<file path="config.mk">
export PLATFORM = sky130hd
export DESIGN_NAME = add_mul_and_stream_shell
export DESIGN_NICKNAME = d
export VERILOG_FILES = /design/src/rtl/add_mul_and_pkg.sv /design/src/rtl/sync_fifo_reg.sv /design/src/rtl/add_mul_and_stream_shell.sv
export SDC_FILE = /design/constraint.sdc
export NUM_CORES = 1
export LEC_CHECK = 0
export BUFFER_PORTS_ARGS = -buffer_cell sky130_fd_sc_hd__buf_2
export CORE_UTILIZATION = 40
export CTS_CLUSTER_SIZE = 30
export DETAILED_ROUTE_END_ITERATION = 10
export PLACE_DENSITY = 0.66
export SLEW_MARGIN = 20
export SYNTH_ARGS = -nofsm -noshare
export SYNTH_HDL_FRONTEND = slang
export SYNTH_SLANG_ARGS = --single-unit
</file>
<file path="constraint.sdc">
create_clock -name clk -period 2.5 [get_ports clk]
set_clock_uncertainty 0.2 [all_clocks]
set_input_delay 0.25 -clock clk [delete_from_list [all_inputs] [get_ports clk]]
set_output_delay 0.25 -clock clk [all_outputs]
set_load 0.02 [all_outputs]
</file>
<file path="src/rtl/add_mul_and_pkg.sv">
// Shared defaults and operand types for the add-mul-and datapath and its stream shell.
package add_mul_and_pkg;

  localparam int WIDTH_DEFAULT   = 9;
  localparam int LATENCY_DEFAULT = 3;

  typedef logic [WIDTH_DEFAULT-1:0] operand_t;

  typedef struct packed {
    operand_t a;
    operand_t b;
    operand_t c;
    operand_t d;
  } operand_beat_t;

endpackage

</file>
<file path="src/rtl/sync_fifo_reg.sv">
// Register-based, non-fall-through, in-order FIFO with occupancy count.
module sync_fifo_reg #(
  parameter int WIDTH = 9,
  parameter int DEPTH = 8
) (
  input  logic                     clk,
  input  logic                     rst,
  input  logic                     push,
  input  logic [WIDTH-1:0]         push_data,
  input  logic                     pop,
  output logic                     full,
  output logic                     empty,
  output logic [$clog2(DEPTH):0]   count,
  output logic [WIDTH-1:0]         head
);

  localparam int PW = $clog2(DEPTH);
  localparam int CW = $clog2(DEPTH) + 1;

  logic [WIDTH-1:0] mem_q [DEPTH];
  logic [WIDTH-1:0] mem_d [DEPTH];
  logic [PW-1:0]    wr_ptr_q, wr_ptr_d;
  logic [PW-1:0]    rd_ptr_q, rd_ptr_d;
  logic [CW-1:0]    count_q, count_d;
  logic             do_push, do_pop;

  // Explicit wrap keeps non-power-of-two depths correct.
  function automatic logic [PW-1:0] ptr_inc(input logic [PW-1:0] p);
    return (p == PW'(DEPTH - 1)) ? '0 : p + 1'b1;
  endfunction

  always_comb begin
    mem_d    = mem_q;
    wr_ptr_d = wr_ptr_q;
    rd_ptr_d = rd_ptr_q;
    count_d  = count_q;
    do_push  = push && !full;
    do_pop   = pop && !empty;
    if (do_push) begin
      mem_d[wr_ptr_q] = push_data;
      wr_ptr_d        = ptr_inc(wr_ptr_q);
    end
    if (do_pop) begin
      rd_ptr_d = ptr_inc(rd_ptr_q);
    end
    case ({do_push, do_pop})
      2'b10:   count_d = count_q + 1'b1;
      2'b01:   count_d = count_q - 1'b1;
      default: count_d = count_q;
    endcase
  end

  always_ff @(posedge clk) begin
    if (rst) begin
      wr_ptr_q <= '0;
      rd_ptr_q <= '0;
      count_q  <= '0;
    end else begin
      wr_ptr_q <= wr_ptr_d;
      rd_ptr_q <= rd_ptr_d;
      count_q  <= count_d;
    end
  end

  always_ff @(posedge clk) begin
    mem_q <= mem_d;
  end

  assign full  = (count_q == CW'(DEPTH));
  assign empty = (count_q == '0);
  assign count = count_q;
  assign head  = mem_q[rd_ptr_q];

  // Upstream credit accounting must make this unreachable.
  push_while_full_a: assert property (@(posedge clk) disable iff (rst) !(push && full));

endmodule

</file>
<file path="src/rtl/add_mul_and_stream_shell.sv">
// Valid/ready shell around a free-running fixed-latency datapath, with credit-based result buffering.
module add_mul_and_stream_shell
  import add_mul_and_pkg::*;
#(
  parameter int WIDTH   = WIDTH_DEFAULT,
  parameter int LATENCY = LATENCY_DEFAULT,
  parameter int DEPTH   = 8
) (
  input  logic             clk,
  input  logic             rst,
  input  logic             in_valid,
  output logic             in_ready,
  input  logic [WIDTH-1:0] in_a,
  input  logic [WIDTH-1:0] in_b,
  input  logic [WIDTH-1:0] in_c,
  input  logic [WIDTH-1:0] in_d,
  output logic [WIDTH-1:0] pipe_a,
  output logic [WIDTH-1:0] pipe_b,
  output logic [WIDTH-1:0] pipe_c,
  output logic [WIDTH-1:0] pipe_d,
  input  logic [WIDTH-1:0] pipe_out,
  output logic             out_valid,
  input  logic             out_ready,
  output logic [WIDTH-1:0] out_data,
  output logic             busy
);

  localparam int CW = $clog2(DEPTH) + 1;

  logic [LATENCY-1:0] vld_q, vld_d;
  logic [CW-1:0]      inflight;
  logic [CW-1:0]      fifo_count;
  logic [CW:0]        credit_sum;
  logic               accept;
  logic               fifo_full, fifo_empty;

  assign pipe_a = in_a;
  assign pipe_b = in_b;
  assign pipe_c = in_c;
  assign pipe_d = in_d;

  // in_ready depends only on flopped state, so no in_valid/out_ready path exists.
  always_comb begin
    inflight = '0;
    for (int unsigned i = 0; i < LATENCY; i++) begin
      inflight = inflight + CW'(vld_q[i]);
    end
    credit_sum = {1'b0, fifo_count} + {1'b0, inflight};
    in_ready   = credit_sum < (CW + 1)'(DEPTH);
    accept     = in_valid && in_ready;
  end

  always_comb begin
    vld_d    = '0;
    vld_d[0] = accept;
    for (int unsigned i = 1; i < LATENCY; i++) begin
      vld_d[i] = vld_q[i-1];
    end
  end

  always_ff @(posedge clk) begin
    if (rst) begin
      vld_q <= '0;
    end else begin
      vld_q <= vld_d;
    end
  end

  sync_fifo_reg #(
    .WIDTH (WIDTH),
    .DEPTH (DEPTH)
  ) u_result_fifo (
    .clk       (clk),
    .rst       (rst),
    .push      (vld_q[LATENCY-1]),
    .push_data (pipe_out),
    .pop       (out_ready),
    .full      (fifo_full),
    .empty     (fifo_empty),
    .count     (fifo_count),
    .head      (out_data)
  );

  assign out_valid = !fifo_empty;
  assign busy      = (inflight != '0) || (fifo_count != '0);

endmodule

</file>
==> results of run 1 <==
[final cells by class]
cell class                 count  area, um^2  area share, %
tap                          108         135           3.20
clock buffer                  11         141           3.35
multi-input combinational     96        1020           24.1
sequential                    85        2420           57.4
clock inverter                 5        82.6           1.95
inverter                       1        3.75         0.0889
timing repair buffer          59         417           9.86
[per-layer routing]
layer / GRT usage (%) / vias to the layer above / routed length [um]
met4: 5.74 / 0 / 85
met2: 24.3 / 49 / 3320
met5: 0 / - / 0
met3: 5.04 / 17 / 329
li1: - / 880 / -
met1: 16.7 / 919 / 2690
[sequential cells by signal (all words and copies together), names as in the netlist]
| register | cells |
|---|---|
| vld_q | 3 |
| u_result_fifo.rd_ptr_q | 3 |
| u_result_fifo.wr_ptr_q | 3 |
| u_result_fifo.mem_q | 72 |
| u_result_fifo.count | 4 |
[path summary, 6_finish.rpt]
kind | start | slack (ns) | cells past startpoint | to
worst max-delay path | u_result_fifo.count[0] | 0.07 | 10 | u_result_fifo.count[2]
worst min-delay path | rst | 0.04 | 2 | u_result_fifo.count[0]
worst max register to register | u_result_fifo.count[0] | 0.07 | 10 | u_result_fifo.count[2]
worst min register to register | vld_q[1] | 0.29 | 1 | vld_q[2]
[logic make-up (layout without fill, tap and decap cells)]
group | after synthesis | count (layout) | share of synthesized area [%]
XOR/XNOR | 3 | 3 | 0.705
adder cells (fa/ha/maj) | 9 | 9 | 3.22
flip-flops | 85 | 85 | 65.0
buffers and inverters | 45 | 76 | 8.73
multiplexers | 29 | 29 | 14.2
AND/OR/NAND/NOR | 40 | 40 | 5.81
AO/OA/AOI/OAI | 15 | 15 | 2.35
[power groups by stage]
| stage | registers (W) | clock network, W | logic (W) |
|---|---|---|---|
| after floorplan | 0.00161 | 0 | 0.000430 |
| after global placement | 0.00160 | 0 | 0.000478 |
| after detailed placement | 0.00160 | 0 | 0.000488 |
| after CTS | 0.00157 | 0.00109 | 0.000504 |
| after global routing | 0.00157 | 0.00114 | 0.000552 |
| final | 0.00157 | 0.00106 | 0.000508 |
[through the flow]
step,setup TNS (ns),setup WS [ns],power [W]
2_1_floorplan,0,0.00297,0.00204
3_3_place_gp,0,0.0877,0.00208
3_5_place_dp,0,0.0633,0.00209
4_1_cts,0,0.0218,0.00316
5_1_grt,-0.0241,-0.0241,0.00327
6_report,0,0.0695,0.00314
[layout by cell type (no fill, tap or decap), drive strengths merged, types with 2 or more instances in the layout]
cell / Yosys / layout
o21ai: 2 / 2
mux2: 10 / 10
nor2: 6 / 6
dfxtp: 13 / 13
clkbuf: 2 / 11
inv: 1 / 2
mux4: 18 / 18
buf: 42 / 48
nand2b: 2 / 2
nor3: 5 / 5
edfxtp: 72 / 72
clkinv: 0 / 2
xor2: 3 / 3
ha: 8 / 8
nand3: 5 / 5
nor2b: 3 / 3
or3: 4 / 4
nand2: 10 / 10
a21oi: 9 / 9
bufinv: 0 / 2
dlygate4sd3: 0 / 11
[timing repair]
| item | 4_1_cts | 5_1_grt |
|---|---|---|
| gates resized for setup | 0 | 6 |
| endpoints found under the setup margin | 0 | 7 |
| hold buffers | 11 | 0 |
| endpoints found under the hold margin | 74 | 0 |
==> impl_results.md, run 1 <==
- Placer Congestion: 0.768
- Hold slack: 0.0448 ns
- Post-DP HPWL: 4260 um
- Period utilization: 97.2%
- Initial DRT Pass Iterations: 7
- CTS buffer count: 9
- Tightest Hold Check Type: in2reg
- Kind of critical path: reg2reg
- Min Clock Period, post-route: 2.43 ns
- Net load switching power: 0.000738 W
- Avg Inst Size Synth: 16.5 um^2
- DR WL/cell: 17.6 um
- Initial antenna violation count: 0
- Synthesis-to-layout area growth: 13.4%
- Layout net count: 310
- Synth warnings: 0
- Clock-pin slew on the worst setup and hold paths: 0.08 ns
- Sw Share: 23.5%
- I/O pin cnt: 97
- Final core utilization: 47.7%
- Syn Inst Count: 226
- Worst-case clock buffer depth: 2
- Slowest stage cell, crit path: or4_4
- Post-synthesis cell area: 3730 um^2
- Clock sink total: 85
- Core ar.: 8850 um^2
- RSZ-0062 raised after global routing: true
- Netlist cell types: 33
- Die area: 9710 um^2
- All-layer global routing usage: 14.3%
- Layout cells sized above 1: 40.1%
- Post-CTS Setup Inserts: 0
- Die Y: 98.5 um
- Endpoints failing setup: 0
- Rows: 34
- Remaining antenna violation count after routing: 0
- Vias in the first global route: 2006
- Synth top area cells: edfxtp_1 58%, mux4_2 11%, buf_4 7.3%
- Fmax: 0.411 GHz
- Clock Power Share: 33.9%
- Leak: 1.47 nW
- CP max FO: 5
- Power per cell area: 743 nW/um^2
- Post-synthesis net count: 284
- Vias: 1865
- Clock root buffer master: clkbuf_8
- P_int: 0.00240 W
- CP delay by family, top: simple AND/OR/NAND/NOR gates
- Placed Area: 3860 um^2
- Detailed Route Iter0 Violations: 76
- Failing checks: DRC
- Clock insertion delay at the later pin of the skew report: 0.34 ns
- CTS tree: yes
- Seq/Total Area, Yosys: 65.0%
- # placed instances: 338
- Ys flop type: edfxtp_1
- Fin. Hold Viols: 0
- Sequential cell fraction of total power: 49.9%
- Post-route DRC: 3
- Worst Path Required: 2.58 ns
- Total Routed Length: 6420 um
- Port-buffer cells: 24
- Vias per inst: 5.11
- Most common cell in the netlist: edfxtp_1
- Number of synthesized flops with an enable pin: 72
- Largest net degree at the start of global routing: 16
- Worst setup EP type: flip-flop
- Worst slew margin: 56.8%
- Max Cap Viol: 0
- Die width: 98.5 um
- Initial core utilization: 42.1%
- Async S/R FF share, synth: 0%
- Total global routing overflow: 0
- CP peak stage delay: 0.55 ns
- First-pass GRT wire length: 10200 um
- Worst path cell trace: or4_4 > nand2_4 > inv_1 > ha_4 > xor2_2 > ha_2 > a21oi_2 > xor2_1 > or3_1 > a21oi_1
- Pins Over Slew Limit: 0
- Ant. Diodes: 0
- Critical Path Source Type: flip-flop
- Data arrival time of the critical path: 2.51 ns
- Synth Register Bits: 85
- Outcome: finished with violations
- Area fraction of the dominant cell type after synthesis: 58.0%
- Fill cells: 784
- Least-Margin Pin Slew: 0.647 ns
- Final non-filler cell total: 365
- Synth area leader: edfxtp_1
- H-tree depth: 3
- Final instance area: 4220 um^2
- Worst vdd ir: 0.334 mV
- Most frequent cells after synthesis: 72 x edfxtp_1, 36 x buf_4, 18 x mux4_2
- Comb pwr share: 16.2%
- Crit path buffers/inverters: 1
Power figures use the tool's default switching activity.
==> run 2, diff against run 1 <==
==> constraint.sdc (replaced) <==
create_clock -name clk -period 2.5 [get_ports clk]
set_clock_uncertainty 0.2 [all_clocks]
set_input_delay 0 -clock clk [delete_from_list [all_inputs] [get_ports clk]]
set_output_delay 0 -clock clk [all_outputs]
set_load 0.02 [all_outputs]
==> impl_results.md, run 2 (synthesis results as in run 1) <==
- Outcome: finished with violations (unchanged)
- Failing checks: DRC (unchanged)
- CTS tree: yes (unchanged)
- GRT met2 Usage: 24.9% (was 24.3%)
- Worst vdd ir: 0.312 mV (was 0.334 mV)
- First-pass GRT wire length: 10100 um (was 10200 um)
- Comb pwr share: 18.1% (was 16.2%)
- Port-buffer cells: 24 (unchanged)
- Post-route setup TNS: 0 ns (unchanged)
- Worst R2R End: u_result_fifo.count[2] (unchanged)
- Slowest stage cell, crit path: or4_4 (unchanged)
- Hold endpoint: u_result_fifo.mem_q[66] (was u_result_fifo.count[0])
- Synthesis-to-layout area growth: 23.0% (was 13.4%)
- R2r startpoint: u_result_fifo.count[1] (was u_result_fifo.count[0])
- Placed Area: 3860 um^2 (about the same)
- Layout net count: 349 (was 310)
- Fmax: 0.419 GHz (was 0.411 GHz)
- Sw Share: 24.4% (was 23.5%)
- Vias per inst: 5.11 (about the same)
- Final instance area: 4580 um^2 (was 4220 um^2)
- Top reg by flops: u_result_fifo.mem_q (unchanged)
- CP max FO: 5 (unchanged)
- Vias: 2064 (was 1865)
- Critical Path Source Type: flip-flop (unchanged)
- Tightest Hold Check Type: in2reg (unchanged)
- Worst-case clock buffer depth: 2 (unchanged)
- Die area: 9710 um^2 (unchanged)
- Detailed Route Iter0 Violations: 55 (was 76)
- Total global routing overflow: 0 (unchanged)
- Hold Path Depth: 2 (unchanged)
- Most utilized layer in the global route result: met2 (unchanged)
- H-tree depth: 3 (unchanged)
- Initial antenna violation count: 0 (unchanged)
- Leak: 1.63 nW (was 1.47 nW)
- Die Y: 98.5 um (unchanged)
- RSZ-0062 raised after global routing: true (unchanged)
- Sequential cell fraction of total power: 49.7% (was 49.9%)
- Least-Margin Pin Slew: 0.676 ns (was 0.647 ns)
- R2r setup slk: 0.11 ns (was 0.07 ns)
- Rows: 34 (unchanged)
- P_int: 0.00240 W (about the same)
- Hold slack: 0.263 ns (was 0.0448 ns)
- I/O pin cnt: 97 (unchanged)
- CP delay by family, top: simple AND/OR/NAND/NOR gates (unchanged)
- Die width: 98.5 um (unchanged)
- Endpoints failing setup: 0 (unchanged)
- Worst path cell trace: or4_4 > nand2_4 > inv_2 > ha_4 > xor2_1 > ha_1 > a21oi_2 > xor2_1 > or3_1 > a21oi_1 (was or4_4 > nand2_4 > inv_1 > ha_4 > xor2_2 > ha_2 > a21oi_2 > xor2_1 > or3_1 > a21oi_1)
- DR WL/cell: 16.3 um (was 17.6 um)
- Met1 Resource Use GR: 16.4% (was 16.7%)
- Remaining antenna violation count after routing: 0 (unchanged)
- Post-DP HPWL: 4250 um (was 4260 um)
- Total Routed Length: 6590 um (was 6420 um)
- Commonest non-fill, non-tap cell in the layout: edfxtp_1 (unchanged)
- All-layer global routing usage: 14.0% (was 14.3%)
- Vias in the first global route: 2048 (was 2006)
- Core ar.: 8850 um^2 (unchanged)
- Clock insertion delay at the later pin of the skew report: 0.35 ns (was 0.34 ns)
- Reg2reg path depth: 10 (unchanged)
- Ant. Diodes: 0 (unchanged)
- Met3 global-route usage: 3.76% (was 5.04%)
- Pins Over Slew Limit: 0 (unchanged)
- Commonest cells after routing, fill and taps aside: 72 x edfxtp_1, 50 x dlygate4sd3_1, 24 x buf_2, 24 x buf_4, 18 x mux4_2 (was 72 x edfxtp_1, 24 x buf_4, 23 x buf_2, 18 x mux4_2)
- Clock-pin slew on the worst setup and hold paths: 0.08 ns (about the same)
- Largest net degree at the start of global routing: 15 (was 16)
- Worst slew margin: 54.9% (was 56.8%)
- CTS buffer count: 9 (unchanged)
- Layout cells sized above 1: 34.1% (was 40.1%)
- Worst Path Required: 2.59 ns (was 2.58 ns)
- Most used cell, CP: xor2_1
- Levels on crit path: 10 (unchanged)
- Worst setup EP type: flip-flop (unchanged)
- Max Cap Viol: 0 (unchanged)
- Data arrival time of the critical path: 2.47 ns (was 2.51 ns)
- Net load switching power: 0.000773 W (was 0.000738 W)
- CP peak stage delay: 0.55 ns (about the same)
- Max reg flops: 72 (unchanged)
- Period utilization: 95.4% (was 97.2%)
- Clock Power Share: 32.2% (was 33.9%)
- Initial core utilization: 42.1% (unchanged)
- Min Clock Period, post-route: 2.39 ns (was 2.43 ns)
- Initial DRT Pass Iterations: 9 (was 7)
- Placer Congestion: 0.773 (was 0.768)
- Clock sink total: 85 (unchanged)
- Fin. Hold Viols: 0 (unchanged)
- Min-delay src: pipe_out[3] (was rst)
- Clock root buffer master: clkbuf_8 (unchanged)
- Post-route DRC: 1 (was 3)
- Power per cell area: 692 nW/um^2 (was 743 nW/um^2)
- Kind of critical path: reg2reg (unchanged)
- Crit path buffers/inverters: 1 (unchanged)
==> run 2: cell count changes in the layout (fill, tap and decap cells not counted), sizes merged <==
cell	change
dlygate4sd3	+39
clkbuf	-2
clkinv	+1
clkinvlp	+1
==> run 2: power groups by stage <==
stage | Clock, W | Sequential, W | Combinational [W]
5_1_grt | 0.00109 | 0.00158 | 0.000621
3_5_place_dp | 0 | 0.00161 | 0.000468
2_1_floorplan | 0 | 0.00161 | 0.000430
4_1_cts | 0.00104 | 0.00158 | 0.000574
6_report | 0.00102 | 0.00158 | 0.000575
3_3_place_gp | 0 | 0.00161 | 0.000465
==> run 2: layer usage <==
| metal | share of wire [%] | vias to the layer above |
|---|---|---|
| met5 | 0 | - |
| met2 | 52 | 75 |
| met1 | 42 | 1031 |
| met4 | 0.91 | 0 |
| li1 | - | 953 |
| met3 | 5.3 | 5 |
==> run 2: cell type report <==
class	instances	area, um^2
Fill cell	769	4270
Timing Repair Buffer	98	801
Multi-Input combinational cell	96	1000
Inverter	1	3.75
Clock inverter	7	88.8
Sequential cell	85	2430
Clock buffer	9	124
Tap cell	108	135
==> run 2: worst max path at each step <==
stage	from	endpoint	slack (ns)
6_report	u_result_fifo.count[1]	u_result_fifo.count[2]	0.11
2_1_floorplan	u_result_fifo.count[0]	u_result_fifo.count[2]	0.003
3_5_place_dp	u_result_fifo.count[0]	u_result_fifo.count[2]	0.06
5_1_grt	u_result_fifo.count[1]	u_result_fifo.count[2]	-0.006
4_1_cts	u_result_fifo.count[0]	u_result_fifo.count[2]	0.04
3_3_place_gp	u_result_fifo.count[0]	u_result_fifo.count[2]	0.09
==> run 2: through the flow <==
stage | utilization [%] | instances | setup WS, ns | total power (W)
final | 51.8 | 404 | 0.115 | 0.00317
after detailed placement | 43.6 | 337 | 0.0565 | 0.00208
after global placement | 43.6 | 337 | 0.0906 | 0.00208
after CTS | 51.7 | 403 | 0.0361 | 0.00320
after global routing | 51.8 | 404 | -0.00632 | 0.00330
after floorplan | - | 226 | 0.00297 | 0.00204
==> run 2: what timing repair did <==
action / 4_1_cts / 5_1_grt
resized for setup: 0 / 3
hold endpoints to repair: 121 / 0
setup buffers: 0 / 1
endpoints found under the setup margin: 0 / 2
hold buffers: 50 / 0
